**src/rtl/uart_tx_arbiter_if.sv**
```systemverilog
`default_nettype none
// ============================================================================
// Module      : uart_tx_arbiter_if
// Description : Requester-side and uart_tx-side signal bundle for the shared
//               UART transmit arbiter.
// Revision    : 1.0 - initial release
// ============================================================================
interface uart_tx_arbiter_if #(
  parameter int N_REQ = 4
) ();
  // requester side
  logic [N_REQ-1:0]   req_i;
  logic [8*N_REQ-1:0] data_i;
  logic [N_REQ-1:0]   last_i;
  logic [N_REQ-1:0]   ack_o;
  logic [N_REQ-1:0]   grant_o;
  logic               busy_o;
  // uart_tx side
  logic [7:0]         tx_data_o;
  logic               tx_valid_o;
  logic               tx_done_i;

  // arbiter view
  modport slave (
    input  req_i, data_i, last_i, tx_done_i,
    output ack_o, grant_o, busy_o, tx_data_o, tx_valid_o
  );

  // environment view (requesters + transmitter)
  modport master (
    output req_i, data_i, last_i, tx_done_i,
    input  ack_o, grant_o, busy_o, tx_data_o, tx_valid_o
  );
endinterface
`default_nettype wire

```
**src/rtl/uart_tx_arbiter.sv**
```systemverilog
`default_nettype none
// ============================================================================
// Module      : uart_tx_arbiter
// Description : Round-robin arbiter sharing one uart_tx byte transmitter
//               between N_REQ requesters, with packet locking and a
//               per-grant burst limit.
// Revision    : 1.0 - initial release
// ============================================================================
module uart_tx_arbiter #(
  parameter int N_REQ     = 4,
  parameter int MAX_BURST = 16
) (
  input  logic             clk,
  input  logic             rstn_i,
  uart_tx_arbiter_if.slave bus
);

  localparam int               PTR_W      = $clog2(N_REQ);
  localparam int               CNT_W      = $clog2(MAX_BURST) + 1;
  localparam logic [PTR_W-1:0] PTR_MAX    = PTR_W'(N_REQ - 1);
  localparam logic [CNT_W-1:0] BURST_LAST = CNT_W'(MAX_BURST - 1);

  typedef enum logic [1:0] {
    IDLE = 2'd0,
    SEND = 2'd1,
    GAP  = 2'd2
  } state_t;

  state_t           state, state_d;
  logic [PTR_W-1:0] ptr, ptr_d;
  logic [PTR_W-1:0] owner, owner_d;
  logic [CNT_W-1:0] burst_cnt, burst_cnt_d;
  logic [7:0]       tx_data, tx_data_d;
  logic             last_q, last_d;
  logic             tx_valid;

  logic             win_found;
  logic [PTR_W-1:0] win_idx;

  // (base + off) mod N_REQ, valid for off < N_REQ and any N_REQ
  function automatic logic [PTR_W-1:0] wrap_add(input logic [PTR_W-1:0] base,
                                                input int off);
    int sum;
    sum = int'(base) + off;
    if (sum >= N_REQ) sum = sum - N_REQ;
    return PTR_W'(sum);
  endfunction

  // round-robin search: first requester at or after ptr, wrapping
  always_comb begin
    win_found = 1'b0;
    win_idx   = '0;
    for (int k = 0; k < N_REQ; k++) begin
      if (!win_found && bus.req_i[wrap_add(ptr, k)]) begin
        win_found = 1'b1;
        win_idx   = wrap_add(ptr, k);
      end
    end
  end

  // next-state and datapath-latch decisions
  always_comb begin
    state_d     = state;
    ptr_d       = ptr;
    owner_d     = owner;
    burst_cnt_d = burst_cnt;
    tx_data_d   = tx_data;
    last_d      = last_q;
    unique case (state)
      IDLE: begin
        if (win_found) begin
          owner_d     = win_idx;
          tx_data_d   = bus.data_i[{win_idx, 3'b000} +: 8];
          last_d      = bus.last_i[win_idx];
          burst_cnt_d = '0;
          state_d     = SEND;
        end
      end
      SEND: begin
        // byte is held until the transmitter reports completion
        if (bus.tx_done_i) state_d = GAP;
      end
      GAP: begin
        // one idle cycle lets uart_tx re-arm before the next byte
        if (last_q || (burst_cnt == BURST_LAST) || !bus.req_i[owner]) begin
          ptr_d   = (owner == PTR_MAX) ? '0 : owner + 1'b1;
          state_d = IDLE;
        end else begin
          tx_data_d   = bus.data_i[{owner, 3'b000} +: 8];
          last_d      = bus.last_i[owner];
          burst_cnt_d = burst_cnt + 1'b1;
          state_d     = SEND;
        end
      end
      default: state_d = IDLE;
    endcase
  end

  // state and datapath registers; tx_valid registered to stay glitch-free
  always_ff @(posedge clk or negedge rstn_i) begin
    if (!rstn_i) begin
      state     <= IDLE;
      ptr       <= '0;
      owner     <= '0;
      burst_cnt <= '0;
      tx_data   <= '0;
      last_q    <= 1'b0;
      tx_valid  <= 1'b0;
    end else begin
      state     <= state_d;
      ptr       <= ptr_d;
      owner     <= owner_d;
      burst_cnt <= burst_cnt_d;
      tx_data   <= tx_data_d;
      last_q    <= last_d;
      tx_valid  <= (state_d == SEND);
    end
  end

  // owner grant while active, ack pulse in the completing SEND cycle
  always_comb begin
    bus.grant_o = '0;
    bus.ack_o   = '0;
    if (state != IDLE) bus.grant_o[owner] = 1'b1;
    if ((state == SEND) && bus.tx_done_i) bus.ack_o[owner] = 1'b1;
  end

  assign bus.busy_o     = (state != IDLE);
  assign bus.tx_valid_o = tx_valid;
  assign bus.tx_data_o  = tx_data;

endmodule
`default_nettype wire

```
**src/flat_wrapper.sv**
```systemverilog
// flat-port wrapper written by rule: the top's interface ports become plain ports
module uart_tx_arbiter_flat 
#(
  parameter int N_REQ     = 4,
  parameter int MAX_BURST = 16
)
  (clk, rstn_i, bus_req_i, bus_data_i, bus_last_i, bus_tx_done_i, bus_ack_o, bus_grant_o, bus_busy_o, bus_tx_data_o, bus_tx_valid_o);
  uart_tx_arbiter_if #(.N_REQ(N_REQ)) bus_i ();
  input  logic clk;
  input  logic rstn_i;
  input wire logic [$bits(bus_i.req_i)-1:0] bus_req_i;
  input wire logic [$bits(bus_i.data_i)-1:0] bus_data_i;
  input wire logic [$bits(bus_i.last_i)-1:0] bus_last_i;
  input wire logic [$bits(bus_i.tx_done_i)-1:0] bus_tx_done_i;
  output wire logic [$bits(bus_i.ack_o)-1:0] bus_ack_o;
  output wire logic [$bits(bus_i.grant_o)-1:0] bus_grant_o;
  output wire logic [$bits(bus_i.busy_o)-1:0] bus_busy_o;
  output wire logic [$bits(bus_i.tx_data_o)-1:0] bus_tx_data_o;
  output wire logic [$bits(bus_i.tx_valid_o)-1:0] bus_tx_valid_o;
  assign bus_i.req_i = bus_req_i;
  assign bus_i.data_i = bus_data_i;
  assign bus_i.last_i = bus_last_i;
  assign bus_i.tx_done_i = bus_tx_done_i;
  assign bus_ack_o = bus_i.ack_o;
  assign bus_grant_o = bus_i.grant_o;
  assign bus_busy_o = bus_i.busy_o;
  assign bus_tx_data_o = bus_i.tx_data_o;
  assign bus_tx_valid_o = bus_i.tx_valid_o;
  uart_tx_arbiter #(.N_REQ(N_REQ), .MAX_BURST(MAX_BURST)) u_core (.clk(clk), .rstn_i(rstn_i), .bus(bus_i));
endmodule
```
**config.mk**
```make
export PLATFORM = sky130hd
export DESIGN_NAME = uart_tx_arbiter_flat
export DESIGN_NICKNAME = d
export VERILOG_FILES = /design/src/rtl/uart_tx_arbiter_if.sv /design/src/rtl/uart_tx_arbiter.sv /design/src/flat_wrapper.sv
export SDC_FILE = /design/constraint.sdc
export NUM_CORES = 1
export LEC_CHECK = 0
export BUFFER_PORTS_ARGS = -buffer_cell sky130_fd_sc_hd__clkbuf_2
export CAP_MARGIN = 10
export CORE_MARGIN = 2
export CORE_UTILIZATION = 40
export CTS_CLUSTER_DIAMETER = 50
export DETAILED_ROUTE_END_ITERATION = 10
export GPL_TIMING_DRIVEN = 0
export HOLD_SLACK_MARGIN = 0.03
export PLACE_DENSITY_LB_ADDON = 0.3
export SETUP_SLACK_MARGIN = 0.5
export SLEW_MARGIN = 10
export SYNTH_ARGS = -nofsm -noshare
export SYNTH_HDL_FRONTEND = slang
export SYNTH_SLANG_ARGS = --single-unit
```
**constraint.sdc**
```tcl
create_clock -name clk -period 6.2 [get_ports clk]
set_input_delay 0.31 -clock clk [delete_from_list [all_inputs] [get_ports clk]]
set_output_delay 0.31 -clock clk [all_outputs]
set_load 0.02 [all_outputs]
```
==> flow_metrics.py <==
metrics = {
    "power_and_ir_drop": {
        "pwr-share-seq": 0.315,
        "intPower_uw": 407.6,
        "peakVddDrop_uv": 243.5,
        "p_comb_frac": 0.600,
        "swShare": 0.4615,
        "p_switching_uw": 349.4,
        "clkPwrFrac": 0.085,
        "total_leakage_power_uw": 0.0009157,
        "p_per_area_nw_per_um2": 420.4,
    },
    "timing": {
        "fin_crit_sh": 0.4013,
        "max_freq_mhz": 401.9,
        "timing.final.crit_period_ns": 2.488,
        "worst_slew_pin_slew_ns": 0.5540,
        "max_slew_margin": 0.6307,
        "finalMaxSlewViolations": 0,
        "rsz0062_at_grt": "no",
        "hold_violations": 0,
        "setup_viol": 0,
        "skew_ns": 0.004200,
        "tns_ns": 0,
    },
    "synthesis": {
        "postSynthCellCount": 139,
        "syn_area_per_cell_um2": 10.12,
        "synth_seq_cells": 21,
        "yosys_warnings": 0,
        "syn-cell-area_um2": 1406,
        "synth_area_leaders": "dfrtp_1 37%, mux2i_1 14%, ha_1 5.3%",
        "synth_fp_nets": 188,
        "yosysTopAreaCell": "dfrtp_1",
        "ys_types": 39,
        "yosysTopAreaCellShare": 0.3737,
        "ys_seq_area_frac": 0.3737,
    },
    "worst_setup_path": {
        "required_ns": 6.41,
        "slowest_stage": "dfrtp_1",
        "path_max_fanout": 8,
        "critPathLaunchType": "flip-flop",
        "path_cells": "ha_1 -> and3_1 -> ha_1 -> or3_1 -> o22ai_2 -> and2_1 -> buf_2 -> a21oi_2 -> o221ai_1",
        "crit_top_cell": "ha_1",
        "end_kind": "flip-flop",
        "critical_path_class": "flip-flop to flip-flop",
        "worst_path_largest_cell_delay_ns": 0.42,
        "cp.arrival_ns": 2.70,
    },
    "global_route": {
        "grt_use_total": 0.1686,
        "grt_start_max_net_pins": 22,
        "grt-ovfl-total": 0,
        "grt_first_pass_wirelength_mm": 5.471,
        "antenna_found_initial": 0,
        "grt_pass1_vias": 1225,
    },
    "detailed_routing": {
        "dr.first_iter.drc_count": 45,
        "avgRoutedWirePerCell_um": 12.55,
        "post-route-drc-count": 0,
        "via_per_inst": 5.060,
        "num_vias": 1265,
        "firstDrtPassIters": 4,
        "ant_nets": 0,
        "routed_wl_mm": 3.138,
    },
    "clock_tree": {
        "cts-resized-gates": 0,
        "cts.sinks": 21,
        "cts_tree": "built",
        "cts_max_path_buffers": 2,
        "numCtsBuffers": 3,
        "cts_root_buf": "clkbuf_4",
        "cts_max_level": 1,
        "clkTransAtPathRegs_ns": 0.11,
        "clock_latency_ns": 0.30,
    },
    "placed_design": {
        "place_inst": 245,
        "place_congestion": 0.7962,
        "portBuffers": 60,
        "place_hpwl_mm": 2.546,
    },
    "final_layout": {
        "drive_gt1_frac": 0.3627,
        "diodes": 0,
        "finalNonFillerCells": 250,
        "fin_nets": 254,
        "nFillCells": 334,
        "area.growth.synth_to_final_pct": 28.03,
    },
    "die": {
        "die_area_um2": 4006,
        "ios": 61,
        "initial_core_util": 0.4182,
        "die_h_um": 63.30,
        "die_x_um": 63.30,
        "placementRows": 21,
        "core_area_um2": 3363,
    },
    "worst_hold_path": {
        "worstHoldPathType": "input port to flip-flop",
    },
    "job": {
        "drv_cap": 0,
    },
    "run_status": {
        "status": "finished clean",
    },
}
==> synth_stat cells <==
cell type	count
a211o_2	1
a21boi_1	1
a21boi_2	1
a21oi_1	3
a21oi_2	1
a22o_1	1
a22oi_1	3
and2_1	10
and3_1	2
buf_2	2
buf_8	1
clkbuf_1	1
dfrtp_1	21
ha_1	6
inv_1	4
mux2_1	1
mux2i_1	20
mux4_2	1
nand2_1	18
nand2b_1	4
nand3_1	2
nor2_1	6
nor2b_1	1
nor3b_1	2
o211ai_1	1
o21a_1	1
o21ai_0	1
o21ai_1	5
o221ai_1	8
o22ai_2	1
o2bb2ai_2	1
o31ai_1	1
o31ai_2	1
o31ai_4	1
o41ai_1	1
or2_1	1
or3_1	1
or3b_1	1
xnor2_1	1
==> power groups by stage <==
stage / Combinational (uW) / Clock, uW / Sequential, uW
2_1_floorplan: 301 / 0 / 268
3_3_place_gp: 454 / 0 / 239
3_5_place_dp: 459 / 0 / 241
4_1_cts: 460 / 67.7 / 237
5_1_grt: 506 / 74.8 / 247
6_report: 454 / 64.4 / 239
==> layer usage <==
| metal | wire length (um) | vias up | part of all wire | global-route usage |
|---|---|---|---|---|
| met5 | 0 | - | 0 | 0 |
| met4 | 15 | 0 | 0.0048 | 0.03533 |
| met3 | 131 | 2 | 0.042 | 0.04821 |
| met2 | 1571 | 29 | 0.50 | 0.2886 |
| met1 | 1419 | 591 | 0.45 | 0.2120 |
| li1 | - | 643 | - | - |
==> state kept, by name (all words and copies together), names as in the netlist <==
signal	cells
u_core.last_q	1
u_core.burst_cnt	5
u_core.owner	2
u_core.ptr	2
u_core.bus.tx_valid_o	1
u_core.bus.tx_data_o	8
u_core.state	2
==> worst paths after layout <==
check | startpoint | endpoint | slack, ns | cells past startpoint
setup reg to reg | u_core.burst_cnt[0]$_DFFE_PN0P_ | u_core.bus.tx_data_o[5]$_DFFE_PN0P_ | 3.71 | 9
min in group asynchronous | rstn_i | u_core.bus.tx_data_o[1]$_DFFE_PN0P_ | 0.50 | 2
hold / removal | bus_tx_done_i | u_core.state[1]$_DFF_PN0_ | 0.26 | 3
setup / recovery | u_core.burst_cnt[0]$_DFFE_PN0P_ | u_core.bus.tx_data_o[5]$_DFFE_PN0P_ | 3.71 | 9
hold reg to reg | u_core.burst_cnt[2]$_DFFE_PN0P_ | u_core.burst_cnt[2]$_DFFE_PN0P_ | 0.49 | 1
max in group asynchronous | rstn_i | u_core.ptr[0]$_DFFE_PN0P_ | 5.35 | 2
==> area by class of cell <==
class                           count  area, um2  share of cell area
Multi-Input combinational cell    110      837.1              0.4649
Sequential cell                    21      525.5              0.2919
Timing Repair Buffer               61      310.3              0.1723
Tap cell                           46      57.56             0.03197
Buffer                              4      28.78             0.01598
Clock buffer                        4      26.28             0.01459
Inverter                            4      15.01            0.008339
==> cell families (layout without fill, tap and decap cells) <==
family	after synthesis	after routing	synth area share
adders and majority gates	6	6	0.05338
and+or+nand+nor	48	48	0.1726
xor gates and xnor gates	1	1	0.006229
DFF	21	21	0.3737
muxes	22	22	0.1664
AOI/OAI and AO/OA	33	33	0.1966
buffers and inverters	8	73	0.03113
==> through the flow <==
stage	setup slack (ns)	hold slack [ns]	total power, uW	util	area [um2]
4_1_cts	3.700	0.2488	765.6	0.5353	1800
6_report	3.712	0.2590	756.9	0.5353	1800
3_3_place_gp	3.743	0.3155	693.4	0.5246	1764
2_1_floorplan	3.983	0.01441	569.0	-	1406
5_1_grt	3.489	0.2597	828.2	0.5353	1800
3_5_place_dp	3.715	0.3095	700.0	0.5246	1764
==> cells in the final DEF (no fill, tap or decap), types with 4 or more instances in the layout <==
cell	count
and2_1	10
clkbuf_2	60
dfrtp_1	21
ha_1	6
inv_1	4
mux2i_1	20
nand2_1	18
nand2b_1	4
nor2_1	6
o21ai_1	5
o221ai_1	8
==> worst max-delay path, delay by kind of cell (launching register included) <==
kind	cells	cell delay (ns)
AO/OA/AOI/OAI	3	0.66
adder cells (fa/ha/maj)	2	0.43
buffers and inverters	1	0.16
flip-flops	1	0.42
AND/OR/NAND/NOR	3	0.72
==> timing repair <==
item,CTS,global route
hold buffers,1,0
hold endpoints to repair,21,0
buffers inserted,0,0
Note: power is estimated with default switching activity, not from simulation.
